===== src/rtl/fetch_unit.sv =====
// fetch_unit: instruction fetch stage for the pong CPU.
// Owns the PC and issues word requests over a req/ready handshake.
// Returned words land in the instruction register. A one-entry skid buffer
// absorbs a word that arrives while decode is stalled.
// Branch redirects flush the stage; a request already issued without being
// accepted is completed in DRAIN and its data dropped.
module fetch_unit #(
    parameter logic [31:0] RESET_PC = 32'h0000_0000
) (
    input  logic        clk,
    input  logic        reset_n,
    output logic        imem_req,
    output logic [31:0] imem_addr,
    input  logic        imem_ready,
    input  logic [31:0] imem_rdata,
    input  logic        stall,
    input  logic        branch_taken,
    input  logic [31:0] branch_target,
    output logic [31:0] instr,
    output logic        instr_valid,
    output logic [31:0] instr_pc,
    output logic [31:0] pc_plus8
);

    localparam logic [1:0] ST_IDLE  = 2'd0;
    localparam logic [1:0] ST_FETCH = 2'd1;
    localparam logic [1:0] ST_FULL  = 2'd2;
    localparam logic [1:0] ST_DRAIN = 2'd3;

    // The reset PC is forced onto a word boundary, like every other PC load.
    localparam logic [31:0] RESET_PC_ALIGNED = {RESET_PC[31:2], 2'b00};

    logic [1:0]  state_q,       state_d;
    logic [31:0] pc_q,          pc_d;
    logic [31:0] instr_q,       instr_d;
    logic [31:0] instr_pc_q,    instr_pc_d;
    logic        instr_valid_q, instr_valid_d;
    logic [31:0] skid_q,        skid_d;
    logic [31:0] skid_pc_q,     skid_pc_d;
    // Address of the request being drained; pc_q already holds the branch target.
    logic [31:0] drain_addr_q,  drain_addr_d;

    logic        consume;
    logic        accept;
    logic [31:0] pc_inc;
    logic [31:0] target_aligned;

    // Memory-side handshake is a pure decode of state so req/addr never glitch mid-wait.
    always_comb begin
        imem_req  = 1'b0;
        imem_addr = 32'h0000_0000;
        case (state_q)
            ST_FETCH: begin
                imem_req  = 1'b1;
                imem_addr = pc_q;
            end
            ST_DRAIN: begin
                imem_req  = 1'b1;
                imem_addr = drain_addr_q;
            end
            default: begin
                imem_req  = 1'b0;
                imem_addr = 32'h0000_0000;
            end
        endcase
    end

    assign consume        = instr_valid_q & ~stall;
    assign accept         = imem_req & imem_ready;
    assign pc_inc         = pc_q + 32'd4;           // wraps modulo 2^32
    assign target_aligned = branch_target & ~32'h0000_0003;

    // Next-state logic: branch has top priority, then handshake, then consume.
    always_comb begin
        state_d       = state_q;
        pc_d          = pc_q;
        instr_d       = instr_q;
        instr_pc_d    = instr_pc_q;
        instr_valid_d = instr_valid_q;
        skid_d        = skid_q;
        skid_pc_d     = skid_pc_q;
        drain_addr_d  = drain_addr_q;

        case (state_q)
            ST_IDLE: begin
                state_d = ST_FETCH;
                if (branch_taken) begin
                    pc_d          = target_aligned;
                    instr_valid_d = 1'b0;
                end
            end

            ST_FETCH: begin
                if (branch_taken) begin
                    pc_d          = target_aligned;
                    instr_valid_d = 1'b0;
                    if (accept) begin
                        // Word for the old path is dropped; refetch at target.
                        state_d = ST_FETCH;
                    end else begin
                        // The issued request must still complete before redirecting.
                        state_d      = ST_DRAIN;
                        drain_addr_d = pc_q;
                    end
                end else if (accept) begin
                    pc_d = pc_inc;
                    if (!instr_valid_q || consume) begin
                        instr_d       = imem_rdata;
                        instr_pc_d    = pc_q;
                        instr_valid_d = 1'b1;
                    end else begin
                        // Decode is holding instr; park the word and stop fetching.
                        skid_d    = imem_rdata;
                        skid_pc_d = pc_q;
                        state_d   = ST_FULL;
                    end
                end else if (consume) begin
                    instr_valid_d = 1'b0;
                end
            end

            ST_FULL: begin
                if (branch_taken) begin
                    // Skid contents are discarded simply by leaving FULL.
                    pc_d          = target_aligned;
                    instr_valid_d = 1'b0;
                    state_d       = ST_FETCH;
                end else if (consume) begin
                    instr_d       = skid_q;
                    instr_pc_d    = skid_pc_q;
                    instr_valid_d = 1'b1;
                    state_d       = ST_FETCH;
                end
            end

            ST_DRAIN: begin
                if (branch_taken) begin
                    pc_d          = target_aligned;
                    instr_valid_d = 1'b0;
                end
                if (accept) begin
                    state_d = ST_FETCH;
                end
            end

            default: begin
                state_d = ST_IDLE;
            end
        endcase
    end

    // State and datapath registers; reset abandons any outstanding request.
    always_ff @(posedge clk or negedge reset_n) begin
        if (!reset_n) begin
            state_q       <= ST_IDLE;
            pc_q          <= RESET_PC_ALIGNED;
            instr_q       <= 32'h0000_0000;
            instr_pc_q    <= 32'h0000_0000;
            instr_valid_q <= 1'b0;
            skid_q        <= 32'h0000_0000;
            skid_pc_q     <= 32'h0000_0000;
            drain_addr_q  <= 32'h0000_0000;
        end else begin
            state_q       <= state_d;
            pc_q          <= pc_d;
            instr_q       <= instr_d;
            instr_pc_q    <= instr_pc_d;
            instr_valid_q <= instr_valid_d;
            skid_q        <= skid_d;
            skid_pc_q     <= skid_pc_d;
            drain_addr_q  <= drain_addr_d;
        end
    end

    assign instr       = instr_q;
    assign instr_valid = instr_valid_q;
    assign instr_pc    = instr_pc_q;
    assign pc_plus8    = instr_pc_q + 32'd8;    // ARM R15 read value, wraps

endmodule


===== config.mk =====
export PLATFORM = sky130hd
export DESIGN_NAME = fetch_unit
export DESIGN_NICKNAME = d
export VERILOG_FILES = /design/src/rtl/fetch_unit.sv
export SDC_FILE = /design/constraint.sdc
export NUM_CORES = 1
export LEC_CHECK = 0
export ABC_AREA = 1
export BUFFER_PORTS_ARGS = -buffer_cell sky130_fd_sc_hd__buf_4
export CORE_ASPECT_RATIO = 1.25
export CORE_MARGIN = 8
export CORE_UTILIZATION = 56
export DETAILED_ROUTE_END_ITERATION = 10
export PLACE_DENSITY = 0.83
export SYNTH_ARGS = -nofsm -noshare
export SYNTH_HDL_FRONTEND = slang
export SYNTH_SLANG_ARGS = --single-unit
export TNS_END_PERCENT = 5

===== constraint.sdc =====
create_clock -name clk -period 2.2 [get_ports clk]
set_input_delay 0.55 -clock clk [delete_from_list [all_inputs] [get_ports clk]]
set_output_delay 0.55 -clock clk [all_outputs]
set_load 0.05 [all_outputs]

==> run_results.csv <==
group,metric,value,unit
clock_network,clkLatencyLatePin,0.43,ns
yosys,ys.flop_type,"dfrtp_1",
worst_setup_path,crit_arrival,1.91,ns
yosys,async_flop_share,1.00,
clock_network,path_clk_slew,0.07,ns
timing,setup_viol,53,
power,internal_power,10700,uW
die,initial_utilization,0.568,
worst_setup_path,cp.required,1.65,ns
die,fp.dieArea,22100,um2
yosys,ys_seq_area_frac,0.475,
clock_network,cts-root-buf,"clkbuf_16",
yosys,yosysMostFrequentCell,"nand2_1",
worst_hold_path,min_path_type,"in2async",
timing,layout_min_cycle_time,2.46,ns
timing,tns,-6.67,ns
worst_setup_path,crit_path_start,"instr_pc[11]",
power,clkPwrFrac,0.138,
worst_setup_path,crit_slowest_cell,"dfrtp_1",
yosys,ys.warnings.count,0,
yosys,synth_area_leaders,"dfrtp_1 47%, nand2_1 17%, o21ai_0 8.7%",
detailed_routing,drt_iter0_markers,811,
yosys,synth_xor_area_frac,0.0266,
timing,hold_ws,0.0523,ns
detailed_routing,wl_per_cell,16.8,um
timing,tightestPinTransition,0.961,ns
yosys,synthSimpleGateAreaFrac,0.237,
clock_network,cts_tree,"yes",
worst_setup_path,critical_path_buf_inv_count,2,
worst_setup_path,path_class,"reg2out",
power,p_per_area,1660,nW/um2
placed_design,dp.cells,1715,
placed_design,post-dp-hpwl,21300,um
grt,grt_max_degree,113,
yosys,synth-edff-count,0,
detailed_routing,wl_met1,11900,um
clock_network,clock_sinks,187,
timing,clock_skew,0.0111,ns
detailed_routing,first_pass_iters,7,
yosys,synth_top_family_by_area,"simple AND/OR/NAND/NOR gates",
detailed_routing,wl_met2,14500,um
power,peakVddDrop,0.00116,V
cells_and_area,syn2layout_area_growth,34.7,%
timing,relSlewSlack,0.359,
worst_setup_path,reg2reg_slack,0.13,ns
worst_setup_path,cp_cell_sequence,"nand2_2, nor3_4, nand2_2, nor2_4, buf_4, xor2_2, buf_6",
power,leakage,0.00636,uW
die,fp.coreArea,17400,um2
timing,fin_ws,-0.257,ns
detailed_routing,vias,9581,
timing,hold_violations,0,
cells_and_area,antennaDiodeCount,0,
placed_design,numPortBuffers,190,
timing,fmax,407,MHz
detailed_routing,drcViolationCount,0,
timing,min_period_over_period,1.12,
worst_setup_path,cp_slowest_stage_delay,0.41,ns
worst_setup_path,cp_common_cell,"nand2_2",
worst_setup_path,crit_end,"pc_plus8[13]",
power,pwr-share-seq,0.264,
die,die_y,164,um
detailed_routing,drt_wl_total,29700,um
yosys,synthMuxAreaShare,0,
timing,maxSlewViolCount,0,
yosys,syn_inst,1312,
flow_run,drv_cap,0,
grt,grt_pass1_vias,9428,
cells_and_area,drive_gt1_frac,0.270,
yosys,syn_avg_cell_area,7.52,um2
power,combPwrFrac,0.598,
worst_setup_path,reg2regPathDepth,8,
detailed_routing,antenna_left,0,
power,power.switching,11400,uW
grt,grt.overflow.total,0,
worst_setup_path,path_depth,7,
grt,antenna_found_initial,0,
yosys,synth_compound_area_frac,0.165,
detailed_routing,dr.max_layer_used,"met4",
clock_network,htree_levels,4,
detailed_routing,via_per_inst,5.43,
grt,grtUsageTotal,0.267,
die,io_pins,199,
placed_design,gp_congestion,1.00,
yosys,ys_ff_latch,187,
worst_setup_path,start_kind,"flip-flop",
cells_and_area,fin_cells,1763,
die,rows,54,
yosys,syn-cell-area,9860,um2
outcome,violations,"negative setup slack",
yosys,yosysTopAreaCellShare,0.475,
outcome,outcome,"complete, but fails checks",
power,swShare,0.516,
worst_setup_path,cp-end-kind,"output port",
worst_setup_path,crit_family,"simple AND/OR/NAND/NOR gates",
worst_setup_path,crit_fanout,4,
yosys,ys_top_cells_by_count,"440 x nand2_1, 187 x dfrtp_1, 171 x o21ai_0, 139 x inv_1, 81 x nor2_1",
yosys,synthAdderAreaFrac,0.00634,
yosys,yosysTopAreaCell,"dfrtp_1",
die,die_w,135,um
grt,grt_pass1_wl,47400,um
clock_network,cts_hold_buf,0,
clock_network,cts_made_buffers,17,
timing,rsz0062_at_grt,"true",
clock_network,clk_path_buf_depth,2,
detailed_routing,met3_length,2170,um
cells_and_area,final_nets,1600,
worst_setup_path,r2r_end,"pc_q[11]",
yosys,synth_cell_type_count,29,
worst_setup_path,reg2reg_from,"state_q[1]",
## worst reg2reg max path: cells and delay by family (launching register included)
family / cells / cell delay (ns)
AND/OR/NAND/NOR: 4 / 0.47
buffers and inverters: 2 / 0.77
AO/OA/AOI/OAI: 1 / 0.12
flip-flops: 1 / 0.40
adder cells (fa/ha/maj): 1 / 0.18
## worst min-delay path by stage
stage,start,endpoint,slack (ns),depth (start not counted)
floorplan,reset_n,drain_addr_q[10],0.25,0
global placement,skid_q[21],skid_q[21],0.46,2
detailed placement,skid_pc_q[27],skid_pc_q[27],0.47,2
CTS,reset_n,drain_addr_q[18],0.06,1
global route,reset_n,drain_addr_q[18],0.07,1
finish,reset_n,drain_addr_q[18],0.05,1
## per-stage QoR
step	instance area, um2	utilization	total power [uW]	worst slack (ns)
2_1_floorplan	10200	-	14100	-0.191
3_3_place_gp	12100	0.695	17600	0.0646
3_5_place_dp	12100	0.695	17900	0.0664
4_1_cts	13100	0.755	21700	-0.266
5_1_grt	13300	0.765	23200	-0.363
6_report	13300	0.765	22100	-0.257
## what timing repair did
item,CTS,global route
buffers inserted,11,6
resized for setup,98,29
endpoints found under the setup margin,54,57
pin swaps,19,14
## registers in the layout, indices dropped and copies added, names as in the netlist
register      cells
instr_valid       1
state_q           2
pc_q             30
instr            32
skid_q           32
instr_pc         30
drain_addr_q     30
skid_pc_q        30
## cell families after synthesis
kind of cell	after synthesis
AO/OA/AOI/OAI	286
AND/OR/NAND/NOR	591
XOR/XNOR	30
other	1
buffers and inverters	212
adder cells (fa/ha/maj)	5
flip-flops	187
## cell type report
class	count	area, um2
Multi-Input combinational cell	918	4940
Sequential cell	187	4710
Fill cell	1279	4080
Timing Repair Buffer	260	2230
Inverter	142	541
Clock buffer	18	429
Tap cell	224	280
Clock inverter	14	153
## routing by layer
metal / vias to the layer above / track usage
met5: - / 0
met4: 0 / 0.125
met3: 80 / 0.0471
met2: 411 / 0.438
met1: 4489 / 0.337
li1: 4601 / -
## layout by cell type (no fill, tap or decap), types with 11 or more instances in the layout
cell type	count
nand2_1	426
buf_4	205
o21ai_0	171
dfrtp_1	164
inv_1	132
nor2_1	67
buf_6	47
nand3_1	43
o21a_1	42
o22ai_2	23
dfrtp_2	23
o211ai_1	21
o21ai_1	19
clkbuf_16	17
xor2_1	11
xor2_2	11
nand2_2	11
## power groups by stage
stage	Clock [uW]	Combinational, uW	Sequential, uW
5_1_grt	3220	14000	5970
3_5_place_dp	0	12000	5820
4_1_cts	3080	12900	5780
3_3_place_gp	0	11900	5770
6_report	3040	13200	5820
2_1_floorplan	0	6440	7630
No activity file was read; power rests on OpenSTA's default activity.
